===== config.mk =====
export PLATFORM = sky130hd
export DESIGN_NAME = mem_ctrl_flat
export DESIGN_NICKNAME = d
export VERILOG_FILES = /design/src/rtl/mem_ctrl_if.sv /design/src/rtl/mem_ctrl.sv /design/src/flat_wrapper.sv
export SDC_FILE = /design/constraint.sdc
export NUM_CORES = 1
export LEC_CHECK = 0
export BUFFER_PORTS_ARGS = -buffer_cell sky130_fd_sc_hd__clkbuf_2
export CORE_ASPECT_RATIO = 0.75
export CORE_MARGIN = 2
export CORE_UTILIZATION = 49
export CTS_CLUSTER_SIZE = 10
export DETAILED_ROUTE_END_ITERATION = 6
export PLACE_DENSITY = 0.76
export SLEW_MARGIN = 20
export SYNTH_ARGS = -nofsm -noshare
export SYNTH_HDL_FRONTEND = slang
export SYNTH_SLANG_ARGS = --single-unit

===== constraint.sdc =====
create_clock -name clk_in -period 2.65 [get_ports clk_in]
set_input_delay 0.3975 -clock clk_in [delete_from_list [all_inputs] [get_ports clk_in]]
set_output_delay 0.3975 -clock clk_in [all_outputs]
set_load 0.01 [all_outputs]

===== src/rtl/mem_ctrl_if.sv =====
// Bus bundle for mem_ctrl: instruction-fetch port, load/store port and the
// byte-wide RAM/IO port. The slave modport is the controller's view; the
// master modport is the view of everything around it (requesters and RAM).
interface mem_ctrl_if #(
  parameter int ADDR_W = 32
);
  // instruction fetch port
  logic              is_ins_req;
  logic [ADDR_W-1:0] ins_addr;
  logic              is_ins_back;
  logic [31:0]       ins_data;

  // load/store port
  logic              is_ls_req;
  logic              ls_is_write;
  logic [1:0]        ls_len;
  logic [ADDR_W-1:0] ls_addr;
  logic [31:0]       ls_wdata;
  logic              is_ls_back;
  logic [31:0]       ls_rdata;

  // byte-wide RAM / IO port
  logic [7:0]        mem_din;
  logic [7:0]        mem_dout;
  logic [ADDR_W-1:0] mem_a;
  logic              mem_wr;
  logic              io_buffer_full;

  modport slave (
    input  is_ins_req, ins_addr,
    output is_ins_back, ins_data,
    input  is_ls_req, ls_is_write, ls_len, ls_addr, ls_wdata,
    output is_ls_back, ls_rdata,
    input  mem_din, io_buffer_full,
    output mem_dout, mem_a, mem_wr
  );

  modport master (
    output is_ins_req, ins_addr,
    input  is_ins_back, ins_data,
    output is_ls_req, ls_is_write, ls_len, ls_addr, ls_wdata,
    input  is_ls_back, ls_rdata,
    output mem_din, io_buffer_full,
    input  mem_dout, mem_a, mem_wr
  );
endinterface


===== src/rtl/mem_ctrl.sv =====
// Memory controller: arbitrates icache fetches against load/store accesses
// and serialises each 1/2/4-byte access onto a byte-wide RAM/IO port.
// RAM reads are registered, so a read byte is captured two edges after its
// address is driven. Writes into the IO region (addr[17:16] == 2'b11) are
// held off while the IO output buffer reports full.
module mem_ctrl #(
  parameter int ADDR_W = 32,
  parameter bit FAIR   = 1'b1
) (
  input  logic      clk_in,
  input  logic      rst_in,
  input  logic      rdy_in,
  mem_ctrl_if.slave bus
);

  typedef enum logic [1:0] {
    IDLE  = 2'd0,
    READ  = 2'd1,
    WRITE = 2'd2,
    DONE  = 2'd3
  } state_e;

  // True when a byte address falls in the IO window.
  function automatic logic is_io_region(input logic [1:0] region);
    return (region == 2'b11);
  endfunction

  // Number of bytes moved for a load/store size code; 3 behaves as a word.
  function automatic logic [2:0] ls_bytes(input logic [1:0] len);
    logic [2:0] n;
    case (len)
      2'd0:    n = 3'd1;
      2'd1:    n = 3'd2;
      default: n = 3'd4;
    endcase
    return n;
  endfunction

  // transaction state
  state_e            state_q;
  logic [2:0]        cnt_q;       // READ: edges since grant; WRITE: bytes issued
  logic [2:0]        len_q;       // bytes in this transaction
  logic [ADDR_W-1:0] addr_q;
  logic              owner_ls_q;  // current transaction belongs to load/store
  logic              last_ls_q;   // last grant went to load/store
  logic [31:0]       wdata_q;
  logic [31:0]       rbuf_q;      // read bytes assembled so far

  // registered outputs
  logic              ins_back_q;
  logic [31:0]       ins_data_q;
  logic              ls_back_q;
  logic [31:0]       ls_rdata_q;
  logic [7:0]        mem_dout_q;
  logic [ADDR_W-1:0] mem_a_q;
  logic              mem_wr_q;

  // combinational helpers
  logic              req_any_s;
  logic              grant_ls_s;
  logic              grant_wr_s;
  logic [ADDR_W-1:0] grant_addr_s;
  logic [2:0]        grant_len_s;
  logic [31:0]       grant_wdata_s;
  logic [ADDR_W-1:0] cur_addr_s;
  logic [7:0]        wr_byte_s;
  logic [1:0]        cap_idx_s;
  logic [31:0]       cap_word_s;

  // Pick the requester to serve next and the parameters it would latch.
  always_comb begin
    req_any_s = bus.is_ins_req | bus.is_ls_req;
    if (bus.is_ins_req && bus.is_ls_req) begin
      if (FAIR) begin
        grant_ls_s = ~last_ls_q;
      end else begin
        grant_ls_s = 1'b1;
      end
    end else begin
      grant_ls_s = bus.is_ls_req;
    end

    if (grant_ls_s) begin
      grant_addr_s  = bus.ls_addr;
      grant_len_s   = ls_bytes(bus.ls_len);
      grant_wr_s    = bus.ls_is_write;
      grant_wdata_s = bus.ls_wdata;
    end else begin
      grant_addr_s  = bus.ins_addr;
      grant_len_s   = 3'd4;
      grant_wr_s    = 1'b0;
      grant_wdata_s = 32'd0;
    end
  end

  // Byte-lane datapath: next byte address, outgoing store byte, and the
  // read word with the byte currently on mem_din merged in.
  always_comb begin
    cur_addr_s = addr_q + ADDR_W'(cnt_q);

    case (cnt_q[1:0])
      2'd0:    wr_byte_s = wdata_q[7:0];
      2'd1:    wr_byte_s = wdata_q[15:8];
      2'd2:    wr_byte_s = wdata_q[23:16];
      default: wr_byte_s = wdata_q[31:24];
    endcase

    // byte j arrives on mem_din at edge j+2
    cap_idx_s  = cnt_q[1:0] - 2'd2;
    cap_word_s = rbuf_q;
    case (cap_idx_s)
      2'd0:    cap_word_s[7:0]   = bus.mem_din;
      2'd1:    cap_word_s[15:8]  = bus.mem_din;
      2'd2:    cap_word_s[23:16] = bus.mem_din;
      default: cap_word_s[31:24] = bus.mem_din;
    endcase
  end

  // Main controller FSM; every output is a register written here.
  always_ff @(posedge clk_in) begin
    if (rst_in) begin
      state_q    <= IDLE;
      cnt_q      <= 3'd0;
      len_q      <= 3'd0;
      addr_q     <= {ADDR_W{1'b0}};
      owner_ls_q <= 1'b0;
      last_ls_q  <= 1'b0;
      wdata_q    <= 32'd0;
      rbuf_q     <= 32'd0;
      ins_back_q <= 1'b0;
      ins_data_q <= 32'd0;
      ls_back_q  <= 1'b0;
      ls_rdata_q <= 32'd0;
      mem_dout_q <= 8'd0;
      mem_a_q    <= {ADDR_W{1'b0}};
      mem_wr_q   <= 1'b0;
    end else if (rdy_in) begin
      case (state_q)
        IDLE: begin
          ins_back_q <= 1'b0;
          ls_back_q  <= 1'b0;
          mem_wr_q   <= 1'b0;
          if (req_any_s) begin
            owner_ls_q <= grant_ls_s;
            last_ls_q  <= grant_ls_s;
            addr_q     <= grant_addr_s;
            len_q      <= grant_len_s;
            wdata_q    <= grant_wdata_s;
            rbuf_q     <= 32'd0;
            mem_a_q    <= grant_addr_s;
            if (grant_wr_s) begin
              state_q <= WRITE;
              if (is_io_region(grant_addr_s[17:16]) && bus.io_buffer_full) begin
                cnt_q <= 3'd0;
              end else begin
                mem_dout_q <= grant_wdata_s[7:0];
                mem_wr_q   <= 1'b1;
                cnt_q      <= 3'd1;
              end
            end else begin
              state_q <= READ;
              cnt_q   <= 3'd1;
            end
          end
        end

        READ: begin
          if (cnt_q < len_q) begin
            mem_a_q <= cur_addr_s;
          end
          if (cnt_q >= 3'd2) begin
            rbuf_q <= cap_word_s;
          end
          if (cnt_q == (len_q + 3'd1)) begin
            state_q <= DONE;
            cnt_q   <= 3'd0;
            if (owner_ls_q) begin
              ls_back_q  <= 1'b1;
              ls_rdata_q <= cap_word_s;
            end else begin
              ins_back_q <= 1'b1;
              ins_data_q <= cap_word_s;
            end
          end else begin
            cnt_q <= cnt_q + 3'd1;
          end
        end

        WRITE: begin
          if (cnt_q == len_q) begin
            mem_wr_q  <= 1'b0;
            ls_back_q <= 1'b1;
            cnt_q     <= 3'd0;
            state_q   <= DONE;
          end else if (is_io_region(cur_addr_s[17:16]) && bus.io_buffer_full) begin
            mem_wr_q <= 1'b0;
          end else begin
            mem_a_q    <= cur_addr_s;
            mem_dout_q <= wr_byte_s;
            mem_wr_q   <= 1'b1;
            cnt_q      <= cnt_q + 3'd1;
          end
        end

        DONE: begin
          ins_back_q <= 1'b0;
          ls_back_q  <= 1'b0;
          mem_wr_q   <= 1'b0;
          state_q    <= IDLE;
        end

        default: begin
          ins_back_q <= 1'b0;
          ls_back_q  <= 1'b0;
          mem_wr_q   <= 1'b0;
          cnt_q      <= 3'd0;
          state_q    <= IDLE;
        end
      endcase
    end
  end

  assign bus.is_ins_back = ins_back_q;
  assign bus.ins_data    = ins_data_q;
  assign bus.is_ls_back  = ls_back_q;
  assign bus.ls_rdata    = ls_rdata_q;
  assign bus.mem_dout    = mem_dout_q;
  assign bus.mem_a       = mem_a_q;
  assign bus.mem_wr      = mem_wr_q;

endmodule

===== src/flat_wrapper.sv =====
// flat-port wrapper written by rule: the top's interface ports become plain ports
module mem_ctrl_flat 
#(
  parameter int ADDR_W = 32,
  parameter bit FAIR   = 1'b1
)
  (clk_in, rst_in, rdy_in, bus_is_ins_req, bus_ins_addr, bus_is_ins_back, bus_ins_data, bus_is_ls_req, bus_ls_is_write, bus_ls_len, bus_ls_addr, bus_ls_wdata, bus_is_ls_back, bus_ls_rdata, bus_mem_din, bus_io_buffer_full, bus_mem_dout, bus_mem_a, bus_mem_wr);
  mem_ctrl_if #(.ADDR_W(ADDR_W)) bus_i ();
  input  logic clk_in;
  input  logic rst_in;
  input  logic rdy_in;
  input wire logic [$bits(bus_i.is_ins_req)-1:0] bus_is_ins_req;
  input wire logic [$bits(bus_i.ins_addr)-1:0] bus_ins_addr;
  output wire logic [$bits(bus_i.is_ins_back)-1:0] bus_is_ins_back;
  output wire logic [$bits(bus_i.ins_data)-1:0] bus_ins_data;
  input wire logic [$bits(bus_i.is_ls_req)-1:0] bus_is_ls_req;
  input wire logic [$bits(bus_i.ls_is_write)-1:0] bus_ls_is_write;
  input wire logic [$bits(bus_i.ls_len)-1:0] bus_ls_len;
  input wire logic [$bits(bus_i.ls_addr)-1:0] bus_ls_addr;
  input wire logic [$bits(bus_i.ls_wdata)-1:0] bus_ls_wdata;
  output wire logic [$bits(bus_i.is_ls_back)-1:0] bus_is_ls_back;
  output wire logic [$bits(bus_i.ls_rdata)-1:0] bus_ls_rdata;
  input wire logic [$bits(bus_i.mem_din)-1:0] bus_mem_din;
  input wire logic [$bits(bus_i.io_buffer_full)-1:0] bus_io_buffer_full;
  output wire logic [$bits(bus_i.mem_dout)-1:0] bus_mem_dout;
  output wire logic [$bits(bus_i.mem_a)-1:0] bus_mem_a;
  output wire logic [$bits(bus_i.mem_wr)-1:0] bus_mem_wr;
  assign bus_i.is_ins_req = bus_is_ins_req;
  assign bus_i.ins_addr = bus_ins_addr;
  assign bus_is_ins_back = bus_i.is_ins_back;
  assign bus_ins_data = bus_i.ins_data;
  assign bus_i.is_ls_req = bus_is_ls_req;
  assign bus_i.ls_is_write = bus_ls_is_write;
  assign bus_i.ls_len = bus_ls_len;
  assign bus_i.ls_addr = bus_ls_addr;
  assign bus_i.ls_wdata = bus_ls_wdata;
  assign bus_is_ls_back = bus_i.is_ls_back;
  assign bus_ls_rdata = bus_i.ls_rdata;
  assign bus_i.mem_din = bus_mem_din;
  assign bus_i.io_buffer_full = bus_io_buffer_full;
  assign bus_mem_dout = bus_i.mem_dout;
  assign bus_mem_a = bus_i.mem_a;
  assign bus_mem_wr = bus_i.mem_wr;
  mem_ctrl #(.ADDR_W(ADDR_W), .FAIR(FAIR)) u_core (.clk_in(clk_in), .rst_in(rst_in), .rdy_in(rdy_in), .bus(bus_i));
endmodule

### After elaboration in Yosys (flattened, before gate mapping)

Index checks and enable logic that the tools add are counted.

| word-level totals | value |
|---|---|
| input bits | 113 |
| register bits | 212 |
| word-level logic and storage cells | 121 |

| cells by class | value |
|---|---|
| order comparisons | 2 |
| eq/ne operators | 24 |
| reductions and logical operators | 25 |
| $add $sub $neg | 4 |
| multiplexer cells | 50 |
| bitwise logic cells | 2 |

Operators with widths:

| operator | count |
|---|---|
| 32-bit 2-to-1 mux | 8 |
| 32-bit one-hot mux with 3 select lines | 1 |
| 8-bit 2-to-1 mux | 9 |
| 32-bit one-hot mux with 2 select lines | 1 |
| 32-bit by 3-bit adder with 32-bit output | 1 |
| 4-bit AND reduction | 7 |
| 8-bit one-hot mux with 3 select lines | 1 |
| 8-bit one-hot mux with 2 select lines | 1 |
| 3-bit 2-to-1 mux | 5 |
| 1-bit 2-to-1 mux | 14 |
| 2-bit by 1-bit != test with 1-bit output, second input constant | 7 |
| 2-bit == test, second input constant | 6 |
| 3-bit one-hot mux with 3 select lines | 1 |
| 2-bit by 1-bit == test with 1-bit output, second input constant | 4 |
| 2-bit zero test | 4 |
| 2-bit 2-to-1 mux | 4 |
| 2-bit != test, second input constant | 4 |
| 2-bit one-hot mux with 4 select lines | 1 |
| 7-bit AND reduction | 1 |
| 3-bit by 1-bit adder with 3-bit output, second input constant | 2 |
| 3-bit == test | 2 |
| 1-bit one-hot mux with 3 select lines | 2 |
| 3-bit one-hot mux with 2 select lines | 1 |
| 6-bit AND reduction | 1 |
| other kinds (14) | 19 |

### Logic depth before layout (Yosys ltp)

| depth | value |
|---|---|
| depth after elaboration | 9 |
| gate-level depth with buffers | 11 |
| depth with buffers taken out | 10 |

### Worst setup path after synthesis

OpenSTA, ideal clock, no wires.

| path | value |
|---|---|
| path type | register to register |
| start | register u_core.cnt_q[0] |
| end | register u_core.cnt_q[2] |
| arrival time | 2.538 ns |
| setup slack | 0.041 ns |
| data required time | 2.580 ns |
| stages on the path, launching flop included | 11 |
| cells stage by stage | dfxtp_1 ha_1 inv_1 fa_1 nor2b_1 o21bai_1 o31a_1 o221ai_4 o21ai_2 or4_1 a21oi_1 |

| between the ends | value |
|---|---|
| cells in the longest elaborated chain, start to end | 5 |

RTL lines:

| what | RTL line | source |
|---|---|---|
| from (decl) | mem_ctrl.sv:41 | `logic [2:0] cnt_q;` |
| from (signal assigned) | mem_ctrl.sv:185 | `cnt_q <= cnt_q + 3'd1;` |
| from (signal assigned) | mem_ctrl.sv:201 | `cnt_q <= cnt_q + 3'd1;` |
| 32-bit by 3-bit adder with 32-bit output | mem_ctrl.sv:99 | `cur_addr_s = addr_q + ADDR_W'(cnt_q);` |
| 2-bit == test | mem_ctrl.sv:25 | `return (region == 2'b11);` |
| 1-bit logical AND | mem_ctrl.sv:195 | `end else if (is_io_region(cur_addr_s[17:16]) && bus.io_buffer_full) begin` |
| 3-bit by 2-bit != test with 1-bit output (no line) | n/a |  |
| 4-bit AND reduction (no line) | n/a |  |

Parallel ways exist; a longest one is shown, timed or not. The select of a mux whose other input is x is not followed.
A chain may end at the register's enable or synchronous reset.

### Worst setup path after layout

Same ends and word-level chain as after synthesis.

==> summary by stage <==
Status
The flow ran to the end, and the final reports show no timing, DRC or antenna violations.

Worst setup path
The kind of cell with the highest combined delay along the critical path is compound AO/OA/AOI/OAI gates. The signal on the critical path passes through ha_4, inv_2, fa_2, nor2b_4, o21bai_4, o31a_1, o221ai_4, buf_6, o21ai_2, or4_1, a21oi_1. The slowest stage of the critical path is the sky130_fd_sc_hd__or4_1 cell.

The critical path arrival is around 3 ns. The worst setup path is of the register to register kind. The highest net fanout along the worst path is 4. The endpoint of the worst register-to-register path is u_core.cnt_q[2]. STA classifies the critical path startpoint as a register. The origin of the critical flop-to-flop path is u_core.cnt_q[0]. The type of destination of the critical path is a register.

For the worst setup path, the data required time is 3.08 ns. The slack of the worst reg-to-reg path is approximately 0.031 ns. The combined buffer and inverter count along the critical path is 2. The delay of the slowest critical-path stage is 0.49 ns. The worst register-to-register path has a depth of 11. In this run the worst setup path begins at u_core.cnt_q[0].

Finish
The number of diodes is 0. The final layout contains ~1400 nets. From synthesis to final layout, the design area changed by 24.0%. The number of non-filler instances in the completed layout is 1538.

The area of the multi-input gates is 5090 um2. The layout has ~1700 filler cells. Across the whole layout, storage elements account for approximately 4200 um2. The share of layout cells above drive strength 1 is between 20 and 30%.

Timing
The final critical path takes up a little over nine tenths of the cycle. The final count of pins violating max slew was 0. Setup repair after global routing could not meet its margin everywhere. The final setup violation count is 0. The smallest setup slack after layout is 0.0309 ns. The slew at the pin closest to its max-slew limit is 0.701 ns. The remaining max-slew budget at the tightest pin is between 50% and 60%. The number of failing hold endpoints at the final stage was 0. Timing would allow up to 0.382 GHz. The shortest clock period the worst path allows after layout is approximately 2.6 ns. Clock skew on the completed layout was measured at 0.0160 ns. Hold is met by 0.142 ns.

Synth
Synthesis produced a netlist whose cell count is roughly 1100. Yosys mapped a number of flops with a built-in enable equal to 0. After synthesis the netlist holds a flip-flop and latch count of 212. The proportion of synthesized chip area in sequential cells is 43.8%.

The number of warnings reported in the yosys synthesis log is 0. The mapped cell area is 9690 um2. Of all flip-flops after synthesis, the portion carrying an async set or reset was 0%. Synthesis instantiated 64 different standard cells from the library. The average footprint of a synthesized cell is a little under 9 um2. The synthesized net count is roughly 1200. The most used flip-flop cell after synthesis is sky130_fd_sc_hd__dfxtp_1.

Global route
The global router's overall resource usage is approximately a quarter. Entering global routing, the biggest net connects 129 pins. The initial antenna violation count is 0. The total global routing overflow is 0. The first-pass GRT wire length is 43000 um. The via count of the first global-routing pass is 8466.

Clock tree
Clock latency on the worst-skew pair, taken at its later pin, is 0.51 ns. The H-tree depth is 1. The maximum root-to-sink buffer count is 3. TritonCTS built the clock tree.

The root buffer cell chosen for the clock tree is sky130_fd_sc_hd__clkbuf_16. The clock-pin transition on the worst setup and hold timing paths is 0.05 ns. The TritonCTS sink count is 212.

Buffers inserted during clock tree synthesis total 25.

Floorplan
The area of the die is 20900 um2. Measured along the x axis, the die boundary spans 166 um. The number of cell rows is 44. For this design the top-level I/O count stands at 220.

The die is 126 um tall. The core box area is approximately 19000 um2. The starting density of the core is 50.0%.

Route
The routed wire length is 26700 um. The number of nets with antenna violations after routing is 0. The average vias per placed instance is 5.79. The total number of vias is 8909. The number of DRC markers in iteration 0 is 729. The number of detailed-routing iterations run before antenna repair is 5. Dividing the detail-routed wire length by the instance count gives between 15 and 20 um. The residual DRC count is 0.

Power and ir drop
The static leakage is 0.00487 uW. The highest ir drop seen on vdd is 0.000580 V. The overall power after layout is 8480 uW. The power density over the cells is 706 nW/um2.

Min path
The path with the worst hold slack has its endpoint at u_core.wdata_q[28]. The min-delay analysis places its worst path in the category primary input to register. The startpoint of the most critical hold path is bus_ls_wdata[28]. The cell depth of the worst hold path is 3.

Placement
The count of buffers from port buffering is 219. Routability-driven placement finished with a final weighted congestion of 0.884. In this run, placement finished with an instance count of 1498. Prior to clock tree synthesis, the placed netlist has a worst setup slack of -0.0796 ns. The final HPWL from detailed placement is ~18000 um.

Job
Max-cap violations in this run came to 0.
-- cells in the final DEF, fill, tap and decap left out, drive strengths merged, types with 17 or more instances in the layout --
cell / netlist / final
nand2: 42 / 42
mux2i: 98 / 98
a211oi: 100 / 100
nor2: 218 / 218
buf: 28 / 49
a22oi: 25 / 25
a32oi: 32 / 32
nand3: 22 / 22
ha: 17 / 17
clkbuf: 71 / 243
dfxtp: 212 / 212
a21oi: 38 / 38
inv: 23 / 24
o21ai: 21 / 21
-- worst min-delay path: stages --
cell and delay (ns):
sky130_fd_sc_hd__clkbuf_2 0.07, sky130_fd_sc_hd__a22oi_1 0.06, sky130_fd_sc_hd__nor2_1 0.07
-- per-stage QoR --
step | area, um2 | util [%] | TNS [ns]
6_report | 12000 | 62.0 | 0
5_1_grt | 12000 | 62.0 | -0.125
4_1_cts | 11900 | 61.4 | 0
3_5_place_dp | 11100 | 57.3 | -1.22
3_3_place_gp | 11100 | 57.3 | 0
2_1_floorplan | 9690 | - | 0
-- layout make-up --
cell class | count | share of cell area, %
Timing Repair Buffer | 268 | 13.7
Sequential cell | 212 | 35.3
Inverter | 25 | 0.781
Clock inverter | 1 | 0.0729
Multi-Input combinational cell | 754 | 42.3
Clock buffer | 25 | 5.20
Tap cell | 253 | 2.63
-- repair_timing --
action	in CTS	in global routing
gates resized for setup	14	19
buffers inserted	6	6
hold endpoints to repair	0	0
cloned	2	0
hold buffers	0	0
pin swaps	6	11
endpoints found under the setup margin	28	42
-- Yosys cell counts (6+ instances only) --
library cell	number	area, um2
sky130_fd_sc_hd__nor2_1	218	818
sky130_fd_sc_hd__dfxtp_1	212	4240
sky130_fd_sc_hd__a211oi_1	100	751
sky130_fd_sc_hd__mux2i_1	98	981
sky130_fd_sc_hd__clkbuf_1	71	267
sky130_fd_sc_hd__nand2_1	41	154
sky130_fd_sc_hd__a21oi_1	37	185
sky130_fd_sc_hd__a32oi_1	32	280
sky130_fd_sc_hd__a22oi_1	25	188
sky130_fd_sc_hd__inv_1	23	86.3
sky130_fd_sc_hd__nand3_1	22	110
sky130_fd_sc_hd__ha_1	17	213
sky130_fd_sc_hd__nand4_1	15	93.8
sky130_fd_sc_hd__o21ai_0	15	75.1
sky130_fd_sc_hd__xor2_1	14	123
sky130_fd_sc_hd__buf_1	13	48.8
sky130_fd_sc_hd__buf_2	12	60.1
sky130_fd_sc_hd__nor3_1	12	60.1
sky130_fd_sc_hd__xnor2_1	12	105
sky130_fd_sc_hd__a31oi_1	10	62.6
sky130_fd_sc_hd__a222oi_1	8	80.1
sky130_fd_sc_hd__o221ai_1	8	70.1
sky130_fd_sc_hd__and2_1	6	37.5
-- flip-flops by register name (all words and copies together), names as in the netlist, 2 cells and up --
register,cells
u_core.bus.mem_dout,8
u_core.bus.ls_rdata,32
u_core.bus.ins_data,32
u_core.state_q,2
u_core.addr_q,32
u_core.bus.mem_a,32
u_core.len_q,3
u_core.cnt_q,3
u_core.rbuf_q,32
u_core.wdata_q,32
-- report_power, final --
group	switching, uW	internal (uW)	total [uW]
clock	1210	1650	2860
sequential	187	3430	3620
combinational	1150	847	2000
-- worst max-delay path by stage --
stage	cells after the start	to
floorplan	10	u_core.cnt_q[2]
global placement	11	u_core.bus.mem_a[26]
detailed placement	11	u_core.bus.mem_a[15]
CTS	11	u_core.bus.mem_a[28]
global route	11	u_core.cnt_q[2]
finish	11	u_core.cnt_q[2]
-- kinds of logic after synthesis --
kind of cell,share of synthesized area [%]
buffers and inverters,5.07
XOR/XNOR,2.59
multiplexers,10.2
adder cells (fa/ha/maj),2.40
flip-flops,43.8
AND/OR/NAND/NOR,14.9
AO/OA/AOI/OAI,21.0
-- metal layers --
metal / vias to the layer above / GRT usage, % / share of wire [%]
met4: 0 / 5.73 / 2.1
met3: 45 / 3.71 / 6.4
li1: 4334 / - / -
met1: 4195 / 36.1 / 48
met5: - / 0 / 0
met2: 335 / 37.8 / 44
Note: power is estimated with default switching activity, not from simulation.
